## src/rtl/mem_arbiter_pkg.sv

```systemverilog
// Shared encodings for the unified-RAM arbiter: access sizes, FSM states, access owner
// and the word-index range check.
package mem_arbiter_pkg;

  localparam logic [1:0] SZ_BYTE = 2'b00;
  localparam logic [1:0] SZ_HALF = 2'b01;
  localparam logic [1:0] SZ_WORD = 2'b10;

  typedef enum logic [1:0] {
    MA_IDLE = 2'd0,
    MA_WAIT = 2'd1,
    MA_RESP = 2'd2
  } ma_state_t;

  typedef enum logic {
    OWN_IF = 1'b0,
    OWN_LS = 1'b1
  } owner_t;

  // Word indices wrap nowhere: anything at or beyond the RAM depth is rejected.
  function automatic logic word_in_range(input logic [29:0] idx, input int unsigned depth);
    return idx < 30'(depth);
  endfunction

endpackage

```

## src/rtl/mem_lane_fmt.sv

```systemverilog
// Combinational lane formatter: store data replication + byte enables and alignment check
// for the request being granted, plus extraction/extension of the returned read word.
module mem_lane_fmt
  import mem_arbiter_pkg::*;
(
  input  logic [1:0]  st_size,
  input  logic [1:0]  st_lo,
  input  logic [31:0] st_wdata,
  output logic [3:0]  st_be,
  output logic [31:0] st_wdata_sh,
  output logic        st_align_ok,
  input  logic [1:0]  ld_size,
  input  logic [1:0]  ld_lo,
  input  logic        ld_unsigned,
  input  logic [31:0] ld_word,
  output logic [31:0] ld_data
);

  logic [31:0] ld_shifted;

  always_comb begin
    st_be       = 4'b0000;
    st_wdata_sh = st_wdata;
    st_align_ok = 1'b0;
    case (st_size)
      SZ_BYTE: begin
        st_be       = 4'(4'b0001 << st_lo);
        st_wdata_sh = {4{st_wdata[7:0]}};
        st_align_ok = 1'b1;
      end
      SZ_HALF: begin
        st_be       = st_lo[1] ? 4'b1100 : 4'b0011;
        st_wdata_sh = {2{st_wdata[15:0]}};
        st_align_ok = ~st_lo[0];
      end
      SZ_WORD: begin
        st_be       = 4'b1111;
        st_align_ok = (st_lo == 2'b00);
      end
      default: ;  // size 11: never aligned, so never reaches the RAM
    endcase
  end

  // Bring the addressed lane down to bit 0 before extending.
  assign ld_shifted = ld_word >> {ld_lo, 3'b000};

  always_comb begin
    ld_data = ld_word;
    case (ld_size)
      SZ_BYTE: ld_data = {{24{~ld_unsigned & ld_shifted[7]}}, ld_shifted[7:0]};
      SZ_HALF: ld_data = {{16{~ld_unsigned & ld_shifted[15]}}, ld_shifted[15:0]};
      default: ld_data = ld_word;
    endcase
  end

endmodule

```

## src/rtl/mem_arbiter.sv

```systemverilog
// Shares a single-port synchronous-read RAM between instruction fetch and the load/store
// unit: one access in flight, LS priority with a starvation guard for IF.
module mem_arbiter
  import mem_arbiter_pkg::*;
#(
  parameter int MEM_WORDS  = 'h2404,
  parameter int STARVE_MAX = 4
) (
  input  logic        clk,
  input  logic        rst,
  input  logic        if_req,
  input  logic [31:0] if_addr,
  output logic        if_gnt,
  output logic        if_rvalid,
  output logic [31:0] if_rdata,
  output logic        if_err,
  input  logic        ls_req,
  input  logic        ls_we,
  input  logic [1:0]  ls_size,
  input  logic        ls_unsigned,
  input  logic [31:0] ls_addr,
  input  logic [31:0] ls_wdata,
  output logic        ls_gnt,
  output logic        ls_rvalid,
  output logic [31:0] ls_rdata,
  output logic        ls_err,
  output logic [29:0] ram_addr,
  output logic        ram_en,
  output logic [3:0]  ram_be,
  output logic [31:0] ram_wdata,
  input  logic [31:0] ram_rdata
);

  localparam int SW = (STARVE_MAX < 1) ? 1 : $clog2(STARVE_MAX + 1);

  ma_state_t   state_reg, state_next;
  owner_t      owner_reg;
  logic [SW-1:0] starve_cnt_reg;
  logic [1:0]  lat_size_reg;
  logic [1:0]  lat_lo_reg;
  logic        lat_unsigned_reg;
  logic        lat_we_reg;
  logic [31:0] if_rdata_reg, ls_rdata_reg;
  logic        if_err_reg, ls_err_reg;

  logic        any_req, win_ls, grant, req_ok, starve_full, store_go;
  logic [31:0] sel_addr;
  logic [1:0]  sel_size;
  logic [3:0]  fmt_be;
  logic [31:0] fmt_wdata, fmt_ld_data, load_value;
  logic        fmt_align_ok;

  assign any_req     = if_req | ls_req;
  assign starve_full = (starve_cnt_reg == SW'(STARVE_MAX));
  assign win_ls      = ls_req & ~(if_req & starve_full);
  assign grant       = (state_reg == MA_IDLE) & any_req;
  assign sel_addr    = win_ls ? ls_addr : if_addr;
  assign sel_size    = win_ls ? ls_size : SZ_WORD;
  assign req_ok      = fmt_align_ok & word_in_range(sel_addr[31:2], MEM_WORDS);

  mem_lane_fmt u_fmt (
    .st_size     (sel_size),
    .st_lo       (sel_addr[1:0]),
    .st_wdata    (ls_wdata),
    .st_be       (fmt_be),
    .st_wdata_sh (fmt_wdata),
    .st_align_ok (fmt_align_ok),
    .ld_size     (lat_size_reg),
    .ld_lo       (lat_lo_reg),
    .ld_unsigned (lat_unsigned_reg),
    .ld_word     (ram_rdata),
    .ld_data     (fmt_ld_data)
  );

  always_comb begin
    state_next = state_reg;
    if_gnt     = 1'b0;
    ls_gnt     = 1'b0;
    case (state_reg)
      MA_IDLE: begin
        if (any_req) begin
          ls_gnt     = win_ls;
          if_gnt     = ~win_ls;
          // Illegal requests never touch the RAM and answer one cycle early.
          state_next = req_ok ? MA_WAIT : MA_RESP;
        end
      end
      MA_WAIT: state_next = MA_RESP;
      MA_RESP: state_next = MA_IDLE;
      default: state_next = MA_IDLE;
    endcase
  end

  assign store_go  = grant & req_ok & win_ls & ls_we;
  assign ram_en    = grant & req_ok;
  assign ram_addr  = grant ? sel_addr[31:2] : 30'd0;
  assign ram_be    = store_go ? fmt_be : 4'b0000;
  assign ram_wdata = store_go ? fmt_wdata : 32'd0;
  assign load_value = lat_we_reg ? 32'd0 : fmt_ld_data;

  always_ff @(posedge clk or posedge rst) begin
    if (rst) begin
      state_reg        <= MA_IDLE;
      owner_reg        <= OWN_IF;
      starve_cnt_reg   <= '0;
      lat_size_reg     <= SZ_WORD;
      lat_lo_reg       <= 2'b00;
      lat_unsigned_reg <= 1'b0;
      lat_we_reg       <= 1'b0;
      if_rdata_reg     <= 32'd0;
      ls_rdata_reg     <= 32'd0;
      if_err_reg       <= 1'b0;
      ls_err_reg       <= 1'b0;
    end else begin
      state_reg <= state_next;
      if (grant) begin
        owner_reg        <= win_ls ? OWN_LS : OWN_IF;
        lat_size_reg     <= sel_size;
        lat_lo_reg       <= sel_addr[1:0];
        lat_unsigned_reg <= win_ls & ls_unsigned;
        lat_we_reg       <= win_ls & ls_we;
        if (if_gnt)
          starve_cnt_reg <= '0;
        else if (if_req && !starve_full)
          starve_cnt_reg <= starve_cnt_reg + 1'b1;
        if (!req_ok) begin
          if (win_ls) begin
            ls_err_reg   <= 1'b1;
            ls_rdata_reg <= 32'd0;
          end else begin
            if_err_reg   <= 1'b1;
            if_rdata_reg <= 32'd0;
          end
        end
      end
      if (state_reg == MA_WAIT) begin
        if (owner_reg == OWN_LS) begin
          ls_rdata_reg <= load_value;
          ls_err_reg   <= 1'b0;
        end else begin
          if_rdata_reg <= load_value;
          if_err_reg   <= 1'b0;
        end
      end
    end
  end

  assign if_rvalid = (state_reg == MA_RESP) & (owner_reg == OWN_IF);
  assign ls_rvalid = (state_reg == MA_RESP) & (owner_reg == OWN_LS);
  assign if_rdata  = if_rdata_reg;
  assign ls_rdata  = ls_rdata_reg;
  assign if_err    = if_err_reg;
  assign ls_err    = ls_err_reg;

endmodule

```

## config.mk

```make
export PLATFORM = sky130hd
export DESIGN_NAME = mem_arbiter
export DESIGN_NICKNAME = d
export VERILOG_FILES = /design/src/rtl/mem_arbiter_pkg.sv /design/src/rtl/mem_lane_fmt.sv /design/src/rtl/mem_arbiter.sv
export SDC_FILE = /design/constraint.sdc
export NUM_CORES = 1
export LEC_CHECK = 0
export CORE_AREA = 2 2 116 118
export CTS_BUF_LIST = sky130_fd_sc_hd__clkbuf_8
export CTS_CLUSTER_DIAMETER = 80
export CTS_CLUSTER_SIZE = 10
export DETAILED_ROUTE_END_ITERATION = 6
export DIE_AREA = 0 0 118 120
export DONT_BUFFER_PORTS = 1
export PLACE_DENSITY_LB_ADDON = 0.05
export SLEW_MARGIN = 20
export SYNTH_ARGS = -nofsm -noshare
export SYNTH_HDL_FRONTEND = slang
export SYNTH_SLANG_ARGS = --single-unit
```

## constraint.sdc

```tcl
create_clock -name clk -period 2.76 [get_ports clk]
set_input_delay 0.276 -clock clk [delete_from_list [all_inputs] [get_ports clk]]
set_output_delay 0.276 -clock clk [all_outputs]
set_load 0.05 [all_outputs]
```

==> flow_summary_export.csv <==
group,metric,value,unit
global_route,antenna_found_initial,0,
global_route,grt_pass1_vias,5252,
detailed_routing,dr.pass1.iters,5,
critical_path,start_kind,"flip-flop",
critical_path,crit_required,2.48,ns
run_status,outcome,"completed",
global_route,grt_overflow,0,
power,p_per_area,455,nW/um^2
sta,period_needed,2.71,ns
clocking,insertion_delay,0.37,ns
power,p_leak,0.00276,uW
critical_path,rrSetupSlack,0.45,ns
synthesis,async_reset_ff_frac,1.00,
finish,area_delta_synth_final,33.4,%
sta,fmax,369,MHz
die,coreArea,13000,um^2
place,dp_hpwl,14200,um
detailed_routing,vias_per_cell,5.75,
place,gp_congestion,0.881,
flow_run,max_cap_violations,0,
critical_path,worstRegToRegCells,6,
critical_path,worst_r2r_endpoint,"if_rdata[30]",
critical_path,cp_top_family,"compound AO/OA/AOI/OAI gates",
critical_path,crit_path_end_kind,"output port",
synthesis,yosysMostFrequentCell,"nand2_1",
synthesis,synthTopCellsByArea,"dfrtp_1 38%, nand2_1 13%, a21oi_1 7.2%, nand3_1 4.8%, o221ai_1 3.8%",
hold_path,min_from,"ls_we",
sta,skew,0.0151,ns
synthesis,netlist_area,5060,um^2
detailed_routing,drt-initial-drc-count,372,
sta,drv_slew,0,
clocking,clk_pin_slew,0.08,ns
die,start_util,0.390,
critical_path,slowest_stage,"dfrtp_1",
hold_path,holdPathStages,1,
global_route,grt_usage,0.261,
synthesis,syn-num-nets,817,
detailed_routing,ant_nets,0,
sta,hold_ws,0.0467,ns
detailed_routing,drc,0,
detailed_routing,avgRoutedWirePerCell,20.9,um
critical_path,critPathKind,"reg -> out",
sta,tns,0,ns
clocking,cts_tree,"built",
synthesis,synth_top_area_frac,0.381,
die,die-area,14200,um^2
hold_path,min_path_type,"in -> reg",
global_route,met1_usage,0.298,
synthesis,synth_commonest_cells,"172 x nand2_1, 77 x dfrtp_1, 73 x a21oi_1, 50 x clkbuf_1, 48 x nand3_1",
global_route,grt_busiest_layer,"met2",
finish,layout.nets,863,
global_route,grt_pass1_wl,29200,um
critical_path,r2r_start,"lat_lo_reg[1]",
critical_path,cp.arrival,2.44,ns
hold_path,min_to,"lat_we_reg",
detailed_routing,vias,5209,
power,power.total,3070,uW
clocking,cts_buffer_depth,2,
critical_path,path_cells,"inv_2 -> ha_4 -> nand3_4 -> and2_4 -> o32ai_4 -> o2111ai_4 -> buf_12 -> buf_16 -> a21oi_4 -> buf_12",
die,rows,42,
critical_path,cpMostUsedCell,"buf_12",
global_route,grt_max_degree,50,
finish,drive_gt1_frac,0.222,
place,io_buffer_count,0,
detailed_routing,drt-total-wl,18900,um
sta,finalCritPeriodShare,0.983,
sta,hold_viol,0,
synthesis,synth_flop_cell,"dfrtp_1",
critical_path,crit_buf_inv,4,
synthesis,syn_inst,679,
clocking,htreeDepth,3,
global_route,grt_use_met2,0.470,
synthesis,yosysSeqAreaShare,0.386,
clocking,cts_root_buf,"clkbuf_8",
synthesis,synth_cell_types,41,
sta,setup_viol,0,
synthesis,synth_area_leader_cell,"dfrtp_1",
synthesis,avgSynthCellArea,7.45,um^2
clocking,cts.sinks,78,
sta,tightest_slew,0.934,ns
critical_path,slowest_delay,0.42,ns
critical_path,crit_fanout,9,
global_route,grtUsageMet3,0.0846,
die,ios,273,
sta,slew_headroom,0.377,
synthesis,yosysWarnings,0,
die,die_w,118,um
power,vdd_drop_max,271,uV
synthesis,synth_enable_flop_cells,0,
synthesis,yosys_register_bits,78,
die,die_y,120,um
finish,n_antenna_cell,0,
clocking,numCtsBuffers,9,
## layer usage
layer / share of wire / routed length, um / vias to the layer above
li1: - / - / 2477
met1: 0.38 / 7150 / 2480
met2: 0.52 / 9810 / 228
met3: 0.087 / 1650 / 24
met4: 0.018 / 337 / 0
met5: 0 / 0 / -
## power by group
| part | total, uW | internal (uW) | switching [uW] |
|---|---|---|---|
| registers | 1220 | 1170 | 49.6 |
| clock network | 875 | 421 | 454 |
| logic | 972 | 299 | 673 |
## how the worst max path moves through the flow
stage | from | slack (ns) | cells past startpoint | end
global route | starve_cnt_reg[1] | -0.03 | 10 | ram_wdata[12]
global placement | starve_cnt_reg[0] | 0.19 | 9 | ram_wdata[29]
finish | starve_cnt_reg[1] | 0.05 | 10 | ram_wdata[12]
detailed placement | starve_cnt_reg[0] | 0.1 | 9 | ram_wdata[29]
CTS | starve_cnt_reg[1] | -0.03 | 10 | ram_wdata[15]
floorplan | starve_cnt_reg[0] | -0.02 | 8 | ram_wdata[29]
## final cells by class
class                   instances  area (um^2)
repair buffers                 91         1080
clock inverters                 7         73.8
well taps                     176          220
fillers                      1297         6230
inverters                      28          106
flip-flops and latches         78         1950
multi-input cells             517         3180
clock buffers                   9          124
## stage by stage
| stage | cells | setup WS (ns) | utilization | area, um^2 |
|---|---|---|---|---|
| 6_report | 906 | 0.0482 | 0.520 | 6750 |
| 5_1_grt | 906 | -0.0312 | 0.520 | 6750 |
| 4_1_cts | 902 | -0.0317 | 0.515 | 6680 |
| 3_5_place_dp | 880 | 0.0954 | 0.488 | 6330 |
| 3_3_place_gp | 880 | 0.191 | 0.488 | 6330 |
| 2_1_floorplan | 679 | -0.0161 | - | 5380 |
## repair_timing
| item | 4_1_cts | 5_1_grt |
|---|---|---|
| resized for setup | 10 | 3 |
| hold buffers | 1 | 0 |
| pin swaps | 3 | 6 |
| setup buffers | 3 | 2 |
| setup endpoints to repair | 36 | 33 |
| hold endpoints to repair | 44 | 0 |
| cloned | 2 | 2 |
## placed cells by master (no fill, tap or decap), types with 6 or more instances in the layout
master,synthesis,final
nand2_1,172,171
dfrtp_1,77,77
buf_4,0,59
a21oi_1,73,54
nand3_1,48,47
o21ai_1,34,33
nor2_1,41,31
buf_12,0,27
inv_1,28,26
o221ai_1,22,22
mux2i_1,19,19
a21oi_4,0,18
o22ai_1,18,18
o21ai_0,16,16
nor4_1,11,11
nor2_4,0,9
clkbuf_8,0,9
o211ai_1,7,7
a211oi_2,3,6
a21o_1,6,6
## logic make-up (layout without fill, tap and decap cells)
kind of cell | after synthesis | in the layout | synth area share
flip-flops | 78 | 78 | 0.386
adder cells (fa/ha/maj) | 2 | 2 | 0.00495
AND/OR/NAND/NOR | 294 | 294 | 0.247
buffers and inverters | 84 | 135 | 0.0634
multiplexers | 20 | 20 | 0.0421
XOR/XNOR | 1 | 1 | 0.00173
AO/OA/AOI/OAI | 200 | 200 | 0.254
(Power assumes the default switching activity.)
